File: config.mk
export PLATFORM = sky130hd
export DESIGN_NAME = hazard_control_unit
export DESIGN_NICKNAME = d
export VERILOG_FILES = /design/src/rtl/hazard_control_unit.sv
export SDC_FILE = /design/constraint.sdc
export NUM_CORES = 1
export LEC_CHECK = 0
export BUFFER_PORTS_ARGS = -buffer_cell sky130_fd_sc_hd__buf_2
export CORE_MARGIN = 2
export CORE_UTILIZATION = 45
export CTS_CLUSTER_DIAMETER = 150
export CTS_CLUSTER_SIZE = 10
export DETAILED_ROUTE_END_ITERATION = 7
export GPL_ROUTABILITY_DRIVEN = 0
export GPL_TIMING_DRIVEN = 0
export PLACE_DENSITY = 0.69
export SKIP_LAST_GASP = 1
export SLEW_MARGIN = 20
export SYNTH_ARGS = -nofsm -noshare
export SYNTH_HDL_FRONTEND = slang
export SYNTH_SLANG_ARGS = --single-unit
export TNS_END_PERCENT = 1
File: constraint.sdc
create_clock -name clk -period 6.9 [get_ports clk]
set_input_delay 0.69 -clock clk [delete_from_list [all_inputs] [get_ports clk]]
set_output_delay 0.69 -clock clk [all_outputs]
set_load 0.01 [all_outputs]
File: src/rtl/hazard_control_unit.sv
// Pipeline hazard control: load-use / branch-operand stall detection, IF/ID flush,
// multi-cycle mul/div busy window and saturating stall/flush performance counters.
module hazard_control_unit #(
    parameter int MD_LATENCY = 8,
    parameter int CNT_W      = 32
) (
    input  logic             clk,
    input  logic             reset,
    input  logic [4:0]       id_rs,
    input  logic [4:0]       id_rt,
    input  logic             id_uses_rs,
    input  logic             id_uses_rt,
    input  logic             id_branch,
    input  logic             branch_taken,
    input  logic             id_muldiv_start,
    input  logic             id_reads_hilo,
    input  logic [4:0]       ex_rd,
    input  logic             ex_reg_write,
    input  logic             ex_mem_read,
    input  logic [4:0]       mem_rd,
    input  logic             mem_mem_read,
    output logic             freeze,
    output logic             IF_Flush,
    output logic             id_ex_bubble,
    output logic             md_busy,
    output logic             md_done,
    output logic [CNT_W-1:0] stall_cycles,
    output logic [CNT_W-1:0] flush_count
);

    localparam logic [7:0] MD_LOAD = 8'(MD_LATENCY - 1);

    typedef enum logic {IDLE, MD_BUSY} state_t;

    state_t           state_q, state_d;
    logic [7:0]       md_cnt_q, md_cnt_d;
    logic [CNT_W-1:0] stall_cycles_q, stall_cycles_d;
    logic [CNT_W-1:0] flush_count_q, flush_count_d;

    logic load_use, br_stall, md_stall, stall;

    // Register 0 is hard-wired to zero, so it can never carry a dependency.
    function automatic logic reg_match(input logic [4:0] r, input logic [4:0] rs,
                                       input logic [4:0] rt, input logic urs,
                                       input logic urt);
        return (r != 5'd0) && ((urs && (r == rs)) || (urt && (r == rt)));
    endfunction

    function automatic logic [CNT_W-1:0] sat_inc(input logic [CNT_W-1:0] v, input logic en);
        if (!en || (v == '1)) return v;
        return v + CNT_W'(1);
    endfunction

    always_comb begin
        load_use = ex_mem_read && reg_match(ex_rd, id_rs, id_rt, id_uses_rs, id_uses_rt);
        br_stall = id_branch &&
                   ((ex_reg_write && reg_match(ex_rd, id_rs, id_rt, id_uses_rs, id_uses_rt)) ||
                    (mem_mem_read && reg_match(mem_rd, id_rs, id_rt, id_uses_rs, id_uses_rt)));
        md_stall = md_busy && (id_reads_hilo || id_muldiv_start);
        stall    = load_use || br_stall || md_stall;
    end

    assign md_busy      = (state_q == MD_BUSY);
    assign md_done      = md_busy && (md_cnt_q == 8'd0) && !reset;
    assign freeze       = stall && !reset;
    assign id_ex_bubble = stall && !reset;
    // A taken branch that is still stalled flushes only on its resolution cycle.
    assign IF_Flush     = id_branch && branch_taken && !stall && !reset;

    assign stall_cycles = stall_cycles_q;
    assign flush_count  = flush_count_q;

    always_comb begin
        state_d        = state_q;
        md_cnt_d       = md_cnt_q;
        stall_cycles_d = sat_inc(stall_cycles_q, freeze);
        flush_count_d  = sat_inc(flush_count_q, IF_Flush);
        case (state_q)
            IDLE: begin
                if (id_muldiv_start && !stall) begin
                    state_d  = MD_BUSY;
                    md_cnt_d = MD_LOAD;
                end
            end
            MD_BUSY: begin
                if (md_cnt_q == 8'd0) begin
                    state_d = IDLE;
                end else begin
                    md_cnt_d = md_cnt_q - 8'd1;
                end
            end
            default: state_d = IDLE;
        endcase
    end

    always_ff @(posedge clk) begin
        if (reset) begin
            state_q        <= IDLE;
            md_cnt_q       <= 8'd0;
            stall_cycles_q <= '0;
            flush_count_q  <= '0;
        end else begin
            state_q        <= state_d;
            md_cnt_q       <= md_cnt_d;
            stall_cycles_q <= stall_cycles_d;
            flush_count_q  <= flush_count_d;
        end
    end

endmodule

==> results.md <==
- Initial Util: 0.4568
- Min-delay worst type: register to register
- Register area share after synthesis: 0.3723
- Post-CTS Setup Inserts: 0
- Gate Count Post-Synth: 484
- Setup CP Type: input pin to output pin
- Arr. time, crit path: 3.07 ns
- Fmax: 265.8 MHz
- Area growth from synthesis to layout: 21.77%
- Worst R2R End: flush_count[1]
- # DRC: 0
- Clock-pin slew on the worst setup and hold paths: 0.07 ns
- Synthesis-stage register bit count: 73
- RSZ-0062 raised after global routing: false
- Leakage power: 1.850 nW
- Async set or reset register ratio after synthesis: 0
- Actual slew at the worst max-slew pin: 0.6749 ns
- Antenna viol nets, final: 0
- Top cell type's share of synthesized area: 0.3723
- CTS tree: built
- Core footprint: 8593 sq um
- Vias: 4067
- Max Cap Viol: 0
- R2r worst-path depth: 10
- TritonCTS Buffers: 9
- Clock Tree Buf Depth: 2
- Number of port buffers: 98
- Post-synth EDFFs: 0
- Die footprint: 9486 sq um
- Row Count: 34
- Die height: 97.40 um
- Syn nets: 518
- Skew final: 0.01335 ns
- Post-synthesis cell type count: 51
- Initial antenna violation count: 0
- Largest area contributor in the netlist: dfxtp_1
- # setup viols final: 0
- Crit Path Max Fanout: 10
- Max VDD drop: 0.1099 mV
- Number of hold buffers added after CTS: 0
- Root Buffer: clkbuf_8
- DR iter-0 viols: 234
- DP HPWL: 7983 um
- Gates resized, CTS repair: 0
- H-tree levels: 3
- Vias per inst: 5.761
- Vias in the first global route: 3739
- R2R setup slack: 3.73 ns
- Setup TNS: 0 ns
- Worst setup SP type: input pin
- Status: completed
- Synth warn: 0
- Pwr Total: 0.0009319 W
- Layout cell share with drive strength beyond 1: 0.2308
- Pwr/cell area: 195.0 nW/um^2
- Setup slack after placement: 3.146 ns
- Crit path to: id_ex_bubble
- Critical Path RT: 6.21 ns
- Main synth FF type: dfxtp_1
- Routed WL: 11050 um
- WL/cell: 15.65 um
- Clk Latency, worst-skew pair: 0.36 ns
- Final Hold Fails: 0
- Post-Synthesis Mean Instance Area: 8.110 sq um
- Final period util: 0.5452
- Mapped cell area: 3925 sq um
- NumNets Final: 627
- RR Startpoint: flush_count[0]
- First-pass GRT wire length: 17930 um
- CP startpoint: mem_rd[1]
- Final Max Slew Viols: 0
- Die width: 97.40 um
- Final WS setup: 3.138 ns
- Top cells by area in the synthesized netlist: dfxtp_1 37%, xnor2_1 11%, nor2_1 6.0%
- Period minus WS final: 3.762 ns
- CP endpoint kind: output pin
- GRT Resource Usage Total: 0.2310
- Drt pass-1 iters: 6
- Largest net degree at the start of global routing: 13
- # diodes: 0
- Fill count: 835
- Clock sinks: 73
- Top-level port count: 100
- Worst relative slew slack: 0.5466
- Global route overflow: 0
registers in the layout (all words and copies together) (netlist names):
| signal | count |
|---|---|
| flush_count | 32 |
| stall_cycles | 32 |
| md_busy | 1 |
| md_cnt_q | 8 |
Yosys cell counts, types with 3 or more instances:
master    number
inv_1         13
nand2_1       43
and4_1         5
or4_1         11
and2_1         4
nor2_1        63
a21oi_1       26
dfxtp_1       73
nor4b_1        6
mux2_2         6
nand3_1       16
xor2_1         6
nor2b_1        8
nand4_1       26
nor3_1        15
ha_1           3
clkbuf_1      16
o21ai_0       14
or3_1         10
o31ai_1        7
buf_2          4
a31o_2         4
nor4_1        10
o22ai_1        3
xnor2_1       49
and3_1         9
layout by cell type (no fill, tap or decap), types with 4 or more instances in the layout:
master and instances:
nor2_1 63, inv_1 13, nand4_1 26, nand2_1 43, buf_2 102, xnor2_1 49
nor4b_1 6, clkbuf_1 16, and3_1 9, nor2b_1 8, a21oi_1 26, or4_1 11
or3_1 10, o21ai_0 14, nor3_1 15, nor4_1 10, dfxtp_1 73, a31o_2 4
clkbuf_8 11, and4_1 5, and2_1 4, mux2_2 6, o31ai_1 7, nand3_1 16
xor2_1 6
per-layer routing:
metal | vias to the layer above | global-route usage | routed length (um)
li1 | 1963 | - | -
met1 | 1925 | 0.3017 | 4921
met2 | 157 | 0.3761 | 5200
met3 | 22 | 0.04460 | 697
met4 | 0 | 0.09295 | 229
met5 | - | 0 | 0
cell families after synthesis:
family	after synthesis	share of synthesized area
AND/OR/NAND/NOR	240	0.3242
flip-flops	73	0.3723
AO/OA/AOI/OAI	71	0.1141
XOR/XNOR	55	0.1227
buffers and inverters	34	0.03475
multiplexers	8	0.02231
adder cells (fa/ha/maj)	3	0.009564
worst min path at each step:
stage / endpoint / startpoint / cells past startpoint / slack [ns]
3_5_place_dp: md_cnt_q[7] / md_cnt_q[7] / 2 / 0.46
4_1_cts: md_cnt_q[7] / md_cnt_q[7] / 2 / 0.47
6_report: md_cnt_q[7] / md_cnt_q[7] / 2 / 0.47
5_1_grt: md_cnt_q[7] / md_cnt_q[7] / 2 / 0.51
2_1_floorplan: md_cnt_q[7] / md_cnt_q[7] / 2 / 0.45
3_3_place_gp: md_cnt_q[7] / md_cnt_q[7] / 2 / 0.46
stage by stage:
stage | area (sq um) | hold slack [ns] | util | cells
after floorplan | 3925 | 0.4453 | - | 484
after global placement | 4551 | 0.4583 | 0.5296 | 690
after detailed placement | 4551 | 0.4582 | 0.5296 | 690
after CTS | 4780 | 0.4688 | 0.5562 | 706
after global routing | 4780 | 0.5136 | 0.5562 | 706
final | 4780 | 0.4698 | 0.5562 | 706
critical path: stages:
cell and delay (ns):
buf_2 0.12, or4_1 0.51, o211ai_1 0.35, o221a_2 0.25, buf_2 0.20, clkbuf_1 0.50, nor2_1 0.14, buf_4 0.16
buf_2 0.13
area by class of cell:
cell class	count	area, sq um	area share
clock buffers	11	151.4	0.03168
inverters	13	48.80	0.01021
plain buffers	21	87.58	0.01832
multi-input cells	377	2327	0.4869
repair buffers	98	490.5	0.1026
clock inverters	5	77.57	0.01623
flip-flops and latches	73	1461	0.3058
well taps	108	135.1	0.02827
power by group:
part | total [W] | switching, W | internal (W)
clock | 0.000391 | 0.000169 | 0.000222
sequential | 0.000435 | 0.00000660 | 0.000428
combinational | 0.000106 | 0.0000666 | 0.0000395
total | 0.000932 | 0.000242 | 0.000690
(Power assumes the default switching activity.)
